File: config.mk
export PLATFORM = sky130hd
export DESIGN_NAME = rc5_core_param
export DESIGN_NICKNAME = d
export VERILOG_FILES = /design/src/rtl/rc5_core_param.sv
export SDC_FILE = /design/constraint.sdc
export NUM_CORES = 1
export LEC_CHECK = 0
export ABC_AREA = 1
export CORE_MARGIN = 4
export CORE_UTILIZATION = 45
export DETAILED_ROUTE_END_ITERATION = 12
export PLACE_DENSITY_LB_ADDON = 0.08
export SETUP_SLACK_MARGIN = 0.15
export SLEW_MARGIN = 25
export SYNTH_ARGS = -nofsm -noshare
export SYNTH_HDL_FRONTEND = slang
export SYNTH_SLANG_ARGS = --single-unit
File: constraint.sdc
create_clock -name clock -period 7.2 [get_ports clock]
set_input_delay 1.44 -clock clock [delete_from_list [all_inputs] [get_ports clock]]
set_output_delay 1.44 -clock clock [all_outputs]
set_load 0.01 [all_outputs]
File: src/rtl/rc5_core_param.sv
// Iterative RC5-W/R/b encrypt/decrypt core: one half-round per clock, runtime-loadable round-key table.
// Optional macro RC5_BLK_CNT_EN adds a completed-block counter (blk_cnt) with synchronous clear (cnt_clr).
module rc5_core_param #(
    parameter int W = 8,
    parameter int R = 1,
    localparam int LGW = $clog2(W),
    localparam int KAW = $clog2(2*R+2)
) (
    input  logic           clock,
    input  logic           reset,
    input  logic           key_we,
    input  logic [KAW-1:0] key_addr,
    input  logic [W-1:0]   key_wdata,
    input  logic           in_valid,
    output logic           in_ready,
    input  logic           in_mode,
    input  logic [2*W-1:0] in_block,
    output logic           out_valid,
    input  logic           out_ready,
    output logic [2*W-1:0] out_block,
    output logic           busy
`ifdef RC5_BLK_CNT_EN
    ,
    input  logic           cnt_clr,
    output logic [15:0]    blk_cnt
`endif
);

    localparam int T = 2*R+2;

    typedef enum logic [2:0] {IDLE, PRE, HALF_A, HALF_B, POST, DONE} state_t;

    state_t         state_q, state_d;
    logic [W-1:0]   a_q, a_d, b_q, b_d;
    logic           mode_q, mode_d;
    logic [KAW-1:0] i_q, i_d;
    logic [2*W-1:0] out_q, out_d;
    logic           out_valid_q, out_valid_d;
    logic [W-1:0]   key_q [T];
    logic [T-1:0]   key_sel;
    logic           key_wr_en;

    logic [KAW:0]   two_i;
    logic [W-1:0]   k_even, k_odd;
    logic [W-1:0]   a_enc, b_enc, a_dec, b_dec;

    function automatic logic [W-1:0] rotl(input logic [W-1:0] x, input logic [LGW-1:0] n);
        logic [2*W-1:0] t;
        t = {x, x} << n;
        return t[2*W-1:W];
    endfunction

    function automatic logic [W-1:0] rotr(input logic [W-1:0] x, input logic [LGW-1:0] n);
        logic [2*W-1:0] t;
        t = {x, x} >> n;
        return t[W-1:0];
    endfunction

    // Writes only land in IDLE so the table is frozen for the whole block.
    assign key_wr_en = key_we && (state_q == IDLE);

    genvar gi;
    generate
        for (gi = 0; gi < T; gi++) begin : g_key_sel
            assign key_sel[gi] = key_wr_en && (key_addr == KAW'(gi));
        end
    endgenerate

    always_ff @(posedge clock or negedge reset) begin
        if (!reset) begin
            for (int k = 0; k < T; k++) key_q[k] <= '0;
        end else begin
            for (int k = 0; k < T; k++) begin
                if (key_sel[k]) key_q[k] <= key_wdata;
            end
        end
    end

    assign two_i  = {i_q, 1'b0};
    assign k_even = key_q[two_i[KAW-1:0]];
    assign k_odd  = key_q[two_i[KAW-1:0] | KAW'(1)];

    assign a_enc = rotl(a_q ^ b_q, b_q[LGW-1:0]) + k_even;
    assign b_enc = rotl(b_q ^ a_q, a_q[LGW-1:0]) + k_odd;
    assign b_dec = rotr(b_q - k_odd, a_q[LGW-1:0]) ^ a_q;
    assign a_dec = rotr(a_q - k_even, b_q[LGW-1:0]) ^ b_q;

    always_comb begin
        state_d     = state_q;
        a_d         = a_q;
        b_d         = b_q;
        mode_d      = mode_q;
        i_d         = i_q;
        out_d       = out_q;
        out_valid_d = out_valid_q;
        case (state_q)
            IDLE: begin
                if (in_valid) begin
                    a_d    = in_block[2*W-1:W];
                    b_d    = in_block[W-1:0];
                    mode_d = in_mode;
                    if (in_mode) begin
                        i_d     = KAW'(R);
                        state_d = HALF_B;
                    end else begin
                        state_d = PRE;
                    end
                end
            end
            PRE: begin
                a_d     = a_q + key_q[0];
                b_d     = b_q + key_q[1];
                i_d     = KAW'(1);
                state_d = HALF_A;
            end
            HALF_A: begin
                if (!mode_q) begin
                    a_d     = a_enc;
                    state_d = HALF_B;
                end else begin
                    a_d = a_dec;
                    if (i_q == KAW'(1)) begin
                        state_d = POST;
                    end else begin
                        i_d     = i_q - KAW'(1);
                        state_d = HALF_B;
                    end
                end
            end
            HALF_B: begin
                if (!mode_q) begin
                    b_d = b_enc;
                    if (i_q == KAW'(R)) begin
                        out_d       = {a_q, b_enc};
                        out_valid_d = 1'b1;
                        state_d     = DONE;
                    end else begin
                        i_d     = i_q + KAW'(1);
                        state_d = HALF_A;
                    end
                end else begin
                    b_d     = b_dec;
                    state_d = HALF_A;
                end
            end
            POST: begin
                a_d         = a_q - key_q[0];
                b_d         = b_q - key_q[1];
                out_d       = {a_q - key_q[0], b_q - key_q[1]};
                out_valid_d = 1'b1;
                state_d     = DONE;
            end
            DONE: begin
                if (out_ready) begin
                    out_valid_d = 1'b0;
                    state_d     = IDLE;
                end
            end
            default: state_d = IDLE;
        endcase
    end

    always_ff @(posedge clock or negedge reset) begin
        if (!reset) begin
            state_q     <= IDLE;
            a_q         <= '0;
            b_q         <= '0;
            mode_q      <= 1'b0;
            i_q         <= '0;
            out_q       <= '0;
            out_valid_q <= 1'b0;
        end else begin
            state_q     <= state_d;
            a_q         <= a_d;
            b_q         <= b_d;
            mode_q      <= mode_d;
            i_q         <= i_d;
            out_q       <= out_d;
            out_valid_q <= out_valid_d;
        end
    end

    assign in_ready  = (state_q == IDLE);
    assign busy      = (state_q != IDLE);
    assign out_valid = out_valid_q;
    assign out_block = out_q;

`ifdef RC5_BLK_CNT_EN
    logic [15:0] cnt_q;

    // Clear wins over a coincident completion.
    always_ff @(posedge clock or negedge reset) begin
        if (!reset) begin
            cnt_q <= '0;
        end else if (cnt_clr) begin
            cnt_q <= '0;
        end else if (out_valid_q && out_ready) begin
            cnt_q <= cnt_q + 16'd1;
        end
    end

    assign blk_cnt = cnt_q;
`endif

endmodule

==> results of run 1 <==
per-stage QoR:
| step | hold WS [ps] | setup slack (ps) | std cells |
|---|---|---|---|
| floorplan | 481.1 | 4255 | 1353 |
| global placement | 457.2 | 3560 | 1587 |
| detailed placement | 459.4 | 3567 | 1587 |
| CTS | 474.4 | 3565 | 1603 |
| global route | 495.9 | 3135 | 1604 |
| finish | 473.9 | 3475 | 1604 |
critical path, stage by stage, from the launching register on:
cell     delay, ps
dfrtp_1       1000
o21ai_0        600
ha_1           510
nand2_1         70
nand2_1         70
inv_1           40
nand2_1        120
xor2_1         260
nand2_1        120
nand3_1        140
nand3_1         80
nand3_1        120
nand3_1        170
nand2_1        150
nand2_1         60
nand2_1         60
nand2_1         40
Yosys cell counts (2+ instances only):
master / number / share of area
nand2_1: 395 / 0.18
nand3_1: 215 / 0.13
inv_1: 154 / 0.070
o21ai_0: 128 / 0.077
nor2_1: 95 / 0.043
dfrtp_1: 71 / 0.21
ha_1: 61 / 0.092
a21oi_1: 57 / 0.034
buf_2: 22 / 0.013
nor3_1: 13 / 0.0079
a31oi_1: 12 / 0.0091
buf_1: 12 / 0.0054
clkbuf_1: 12 / 0.0054
inv_2: 11 / 0.0050
xor2_1: 11 / 0.012
fa_1: 8 / 0.019
nor2_4: 6 / 0.0082
or2_2: 6 / 0.0045
nand4_1: 5 / 0.0038
o211ai_1: 5 / 0.0045
xnor2_1: 5 / 0.0053
a221oi_1: 4 / 0.0042
nor3_4: 4 / 0.0079
buf_4: 3 / 0.0027
buf_6: 3 / 0.0041
inv_4: 3 / 0.0023
nand2_2: 3 / 0.0023
nand3b_1: 3 / 0.0027
a21o_1: 2 / 0.0018
mux2_2: 2 / 0.0027
mux2i_1: 2 / 0.0024
nand2_4: 2 / 0.0027
nor2_2: 2 / 0.0015
nor4_1: 2 / 0.0015
o22a_1: 2 / 0.0021
o31a_1: 2 / 0.0021
final cells by class:
type,count,share of cell area
multi-input combinational,1061,0.6115
sequential,71,0.1940
inverter,169,0.07007
timing repair buffer,58,0.06311
tap,229,0.03128
clock buffer,11,0.02650
clock inverter,5,0.003551
worst max-delay path by stage:
stage / start / endpoint / slack, ps / depth (start not counted)
after global routing: a_q[1] / b_q[6] / 3140 / 20
final: i_q[0] / a_q[1] / 3470 / 16
after global placement: i_q[0] / b_q[5] / 3560 / 17
after floorplan: b_q[1] / a_q[6] / 4260 / 22
after CTS: i_q[0] / a_q[6] / 3560 / 18
after detailed placement: i_q[0] / a_q[6] / 3570 / 18
registers in the layout (all words and copies together), names as in the netlist:
name,count
key_q,32
state_q,3
out_block,16
out_valid,1
i_q,2
b_q,8
mode_q,1
a_q,8
cell families (layout without fill, tap and decap cells):
kind of cell	count (synthesis)	after routing
xor gates and xnor gates	16	16
muxes	4	4
adders and majority gates	69	69
buffers and inverters	221	243
and+or+nand+nor	752	752
AOI/OAI and AO/OA	220	220
DFF	71	71
per-layer routing:
| metal | part of all wire | wire length (um) | global-route usage |
|---|---|---|---|
| met5 | 0 | 0 | 0 |
| met3 | 0.063 | 1722 | 0.02895 |
| met2 | 0.45 | 12180 | 0.4152 |
| met1 | 0.47 | 12960 | 0.4012 |
| met4 | 0.018 | 503 | 0.06145 |
==> run metrics, run 1 <==
TritonCTS clock tree done; Syn Nets between 1000 and 1500; # fillers around 1900; CTS clk-pin slew, worst paths ~60 ps; vias per cell 5.505; WS Path Type flip-flop to flip-flop; R2R depth 16; Post-Synth Adder-Cell Area 0.1116; DR WL/cell between 15 and 20 um; deepest clock path buffer count 2; Startpoint Class flip-flop; flop and latch count out of synthesis between 70 and 80; hold depth 2; r2r setup slk around 3500 ps; most common cell after layout, fill and taps aside nand2_1; Post-Route Utilization 0.5082; Placed Area 8857 sq um; nets@finish between 1000 and 1500; Arrival @ worst endpoint around 4000 ps; Synth Cell Area about 8300 sq um; Final min period about 3700 ps; worst min path class flip-flop to flip-flop; Final HPWL DP about 22000 um; Vias 8830; latest clock arrival within the worst-skew pair between 300 and 400 ps; worst hold endpoint out_block[1]; vertical die dimension 143.6 um; sequential area share after synthesis 0.2147; final instance area a little over 9000 sq um; mean post-synth cell area approximately 6.1 sq um; Post-synth EDFFs 0; IO Port Bufs 50; most frequent cells in the layout nand2_1, nand3_1, inv_1, o21ai_0, nor2_1; R2R Path End a_q[1]; Num CTS Buffers 9; # diodes 0; status completed; # H-tree levels 3; hold buffers post-CTS 0; post-cts gate resize count 0; setup TNS 0 ps; die area 20630 sq um; simple-gate share of the synthesized area 0.3976; initial antenna violation count 0; library cells used by synthesis 46; # Max-Cap Violations 0; vias in the first global route just under 8000; Async SR Flop Fraction 1.000; Ys Warns 0; post-route ant nets 0; final hold vios 0; DR iter-0 viols roughly 800; skew final between 10 and 15 ps; postcts setup bufs 0; Clk Tree Root Cell clkbuf_16; Initial Util 0.4592; Final setup viols 0; Global Route Usage Sum 0.2678; Post-Synth XOR/XNOR Area 0.01693; largest family of logic cells by synthesized area simple AND/OR/NAND/NOR gates; Area Overhead vs Synth 10.67%; Seq. cell area 1777 sq um; Slew headroom 0.3085; Worst Path Max Fanout 34; Core Area 18020 sq um; post-synthesis mux area share 0.005140; CP required ~7400 ps; Tcrit/Tclk final 0.5174; Final Max Tran Viols 0; Fmax ~0.27 GHz; multi-input logic area around 5600 sq um; worst r2r src i_q[0]; top_reg_cell synth dfrtp_1; RSZ-0062 raised after global routing false; Compound-Gate Fraction of Synth Area 0.1456; largest net degree at the start of global routing a little over 70; global placement routability congestion around 0.95; DRT Pass-1 Iters 5; layout cells sized above 1 0.04873; Worst-Margin Slew a little over 1000 ps; hold_sp out_block[1]; first-pass GRT wire length between 40000 and 50000 um; I/O pin cnt 51; grt total ovfl 0; Total Wirelength approximately 27000 um; Die Wd roughly 140 um; Mapped Cells 1353; # DRC 0; Worst Setup End Kind flip-flop; # clock sinks 71; num rows 49
Power of run 1 is left out: the tool's default activity adds up to more than one toggle a clock period on the data nets, which glitch-free logic cannot reach.
==> inputs of run 2 (changes only) <==
==> constraint.sdc (replaced) <==
create_clock -name clock -period 3.2 [get_ports clock]
set_input_delay 0.64 -clock clock [delete_from_list [all_inputs] [get_ports clock]]
set_output_delay 0.64 -clock clock [all_outputs]
set_load 0.01 [all_outputs]
==> run metrics, run 2 (same netlist as run 1, synthesis figures left out) <==
status completed (unchanged); Total Wirelength 27830 um (was 27370 um); Initial Util 0.4592 (unchanged); max FFs per register 32 (unchanged); TritonCTS clock tree done (unchanged); met1 usage 0.4052 (was 0.4012); Final HPWL DP 22430 um (was 21690 um); layout cells sized above 1 0.1371 (was 0.04873); most frequent cells in the layout nand2_1, nand3_1, inv_1, o21ai_0, buf_4 (was nand2_1, nand3_1, inv_1, o21ai_0, nor2_1); skew final 9.819 ps (was 11.01 ps); die area 20630 sq um (unchanged); pre-CTS WS -14.71 ps (was 3567 ps); DRT Pass-1 Iters 7 (was 5); Startpoint Class flip-flop (unchanged); Vias 9111 (was 8830); M3 GR Usage 0.04160 (was 0.02895); worst min path class primary input to asynchronous set/reset pin (was flip-flop to flip-flop); I/O pin cnt 51 (unchanged); Post-Route Utilization 0.5540 (was 0.5082); num rows 49 (unchanged); Num CTS Buffers 9 (unchanged); largest net degree at the start of global routing 72 (unchanged); DR iter-0 viols 648 (was 802); Final WS setup 304.8 ps (was 3475 ps); # Max-Cap Violations 0 (unchanged); grt total ovfl 0 (unchanged); Fmax 0.3454 GHz (was 0.2684 GHz); Die Wd 143.6 um (unchanged); Final setup viols 0 (unchanged); Tcrit/Tclk final 0.9048 (was 0.5174); Non-Filler Instances 1695 (was 1604); placed cell count 1669 (was 1587); Core Area 18020 sq um (unchanged); CTS clk-pin slew, worst paths 60 ps (about the same); WS Path Type flip-flop to flip-flop (unchanged); Most flops, register key_q (unchanged); Final min period 2895 ps (was 3725 ps); RSZ-0062 raised after global routing true (was false); DR WL/cell 16.42 um (was 17.07 um); most common cell after layout, fill and taps aside nand2_1 (unchanged); Arrival @ worst endpoint 3110 ps (was 3960 ps); nets@finish 1562 (was 1471); deepest clock path buffer count 2 (unchanged); CP required 3420 ps (was 7430 ps); Clk Tree Root Cell clkbuf_16 (unchanged); # clock sinks 71 (unchanged); latest clock arrival within the worst-skew pair 340 ps (about the same); Area Overhead vs Synth 20.65% (was 10.67%); first-pass GRT wire length 43960 um (was 43270 um); IO Port Bufs 50 (unchanged); final hold vios 0 (unchanged); vias in the first global route 8238 (was 7890); initial antenna violation count 1 (was 0); # DRC 0 (unchanged); vertical die dimension 143.6 um (unchanged); global placement routability congestion 0.9440 (was 0.9505); Slew headroom 0.5243 (was 0.3085); vias per cell 5.375 (was 5.505); met2 Usage GRT 0.4216 (was 0.4152); Final Max Tran Viols 0 (unchanged); post-route ant nets 0 (unchanged); # diodes 0 (unchanged); busiest grt layer met2 (unchanged); Worst Path Max Fanout 10 (was 34); Worst Setup End Kind flip-flop (unchanged); # H-tree levels 3 (unchanged); setup TNS 0 ps (unchanged); Global Route Usage Sum 0.2727 (was 0.2678); Worst-Margin Slew 713.5 ps (was 1037 ps)
## run 2: changes by cell type in the layout (fill, tap and decap cells not counted), moves of 9 or more
cell     previous run  this run
nand3_1           215       206
o21ai_0           128       106
dfrtp_1            71        60
dfrtp_2             0        11
o21ai_1             0        17
buf_4               8        99
nand3_2             0         9
## run 2: per-stage QoR
step,cell area [sq um],hold slack (ps)
CTS,9782,472.7
detailed placement,9473,458.6
floorplan,8277,344.4
finish,9986,311.9
global placement,9473,456.3
global route,9986,370.4
## run 2: cell type report
cell class	instances	area, sq um
Inverter	169	641.9
Multi-Input combinational cell	1061	5731
Clock inverter	4	45.04
Clock buffer	12	246.5
Tap cell	229	286.5
Fill cell	1872	8039
Sequential cell	71	1790
Timing Repair Buffer	149	1245
## run 2: timing repair
action                     in CTS  in global routing
hold buffers                    0                  0
buffers inserted                1                  9
pin swaps                       0                  9
gates resized for setup         6                 61
setup endpoints to repair       4                 20
## run 2: final timing paths
| kind | slack, ps | endpoint | startpoint | cells past startpoint |
|---|---|---|---|---|
| setup / recovery | 300 | b_q[3] | i_q[0] | 21 |
| hold / removal | 310 | b_q[4] | reset | 1 |
| setup reg to reg | 300 | b_q[3] | i_q[0] | 21 |
| hold reg to reg | 470 | out_block[2] | out_block[2] | 2 |
| max in group asynchronous | 2320 | a_q[0] | reset | 1 |
| min in group clock | 470 | out_block[2] | out_block[2] | 2 |
## run 2: per-layer routing
metal | up-vias | routed length [um]
met2 | 261 | 12360
met4 | 2 | 365
li1 | 4660 | -
met1 | 4154 | 13170
met3 | 34 | 1925
met5 | - | 7
## run 2: worst max-delay path: stages, from the launching register on
cell	delay [ps]
dfrtp_2	450
buf_4	160
buf_4	160
nand2_1	60
o21ai_0	70
buf_4	160
ha_1	310
buf_4	160
nand2_1	70
inv_1	50
nand2_1	60
nand3_1	100
nand2_1	100
nand3_1	90
nand3_1	140
nand3_1	90
nand3_1	90
nand3_1	150
nand2_1	100
nand2_1	50
nand2_1	70
nand2_1	70
Power of run 2 is left out for the same reason.
==> RTL change (config.mk and constraints of run 2) <==
Build with the macro `RC5_BLK_CNT_EN` defined.
--- a/src/rtl/rc5_core_param.sv
+++ b/src/rtl/rc5_core_param.sv
@@ -1,4 +1,6 @@
 // Iterative RC5-W/R/b encrypt/decrypt core: one half-round per clock, runtime-loadable round-key table.
 // Optional macro RC5_BLK_CNT_EN adds a completed-block counter (blk_cnt) with synchronous clear (cnt_clr).
+`define RC5_BLK_CNT_EN
+
 module rc5_core_param #(
     parameter int W = 8,
Ports: changed (added blk_cnt and cnt_clr); port bits go from 51 to 68. No check against the original RTL was run, so the function may have changed too.
==> RTL change against run 2 <==
  * Cell area grew 12%
  * Via count grew 9.5%
  * Count of clock-buffer cells in the layout shrank 2
  * Clock skew grew 0.0067 ns
  * Worst setup slack lost 0.050 ns
  * Synthesized area grew 7.2%
  * Wire length grew 13%
  * Sequential cell count grew 16
Power is not shown: default switching activity piles up to over one toggle a cycle in this logic, so the estimate is an artifact.
==> RTL change: results (changes against run 2) <==
synth:
  seq_area_frac_synth: 0.245  # was 0.215
  synthTopCellsByArea: "dfrtp_1 (25%), nand2_1 (17%), nand3_1 (11%)"  # was dfrtp_1 (21%), nand2_1 (18%), nand3_1 (13%)
  yosys-top-cells-count: "nand2_1 (399), nand3_1 (199), inv_1 (168), o21ai_0 (124), nor2_1 (99)"  # was nand2_1 (395), nand3_1 (215), inv_1 (154), o21ai_0 (128), nor2_1 (95)
  synth_mux_area_frac: 0.00705  # was 0.00514
  synth_xor_area_frac: 0.0168  # was 0.0169
  synth_compound_area_frac: 0.160  # was 0.146
critical_path:
  max_stage_delay_ns: 0.41  # was 0.45 ns
  rrSetupSlack_ns: 0.25  # was 0.30 ns
  critical_path.max_fanout: 15  # was 10
timing:
  whs_ns: 0.269  # was 0.312 ns
  fmax_mhz: 339  # was 345 MHz
placed_design:
  placedInstanceArea_mm2: 0.0104  # was 0.00947 mm^2
  portBuffers: 67  # was 50
  dp_cells: 1794  # was 1669
  gp_congestion: 0.968  # was 0.944
global_route:
  grt_pass1_vias: 9146  # was 8238
  use_met1: 0.381  # was 0.405
  grt_max_degree: 69  # was 72
  grt_usage: 0.283  # was 0.273
outcome:
  outcome: "finished, final reports clean"  # unchanged
clocking:
  clkLatencyLatePin_ns: 0.36  # was 0.34 ns
  clkTransAtPathRegs_ns: 0.08  # was 0.06 ns
route:
  routed_wl_um: 31500  # was 27800 um
  routed_via_density: 5.46  # was 5.38
  wl_met3_um: 2060  # was 1930 um
  wl_per_cell_um: 17.2  # was 16.4 um
cells_and_area:
  final_nets: 1659  # was 1562
==> RTL change: changes by cell type after synthesis, sizes merged, moves of 3 or more <==
cell / before / now
a21oi: 57 / 88
dfrtp: 71 / 87
nand3: 215 / 199
inv: 168 / 181
buf: 40 / 32
clkbuf: 12 / 19
nor3: 17 / 22
a221oi: 4 / 7
==> RTL change: cell type report <==
class	count	area [um^2]
inverter	183	698
clock inverter	6	43.8
tap	265	332
clock buffer	10	239
sequential	87	2190
multi-input combinational	1092	6060
timing repair buffer	185	1580
fill	1916	8330
==> RTL change: final timing paths <==
kind / depth (start not counted) / startpoint / to
worst max register to register: 20 / b_q[0] / a_q[6]
min in group clock: 1 / blk_cnt[15] / blk_cnt[15]
worst min-delay path: 1 / reset / b_q[3]
max in group asynchronous: 2 / reset / b_q[2]
worst max-delay path: 20 / b_q[0] / a_q[6]
worst min register to register: 1 / blk_cnt[15] / blk_cnt[15]
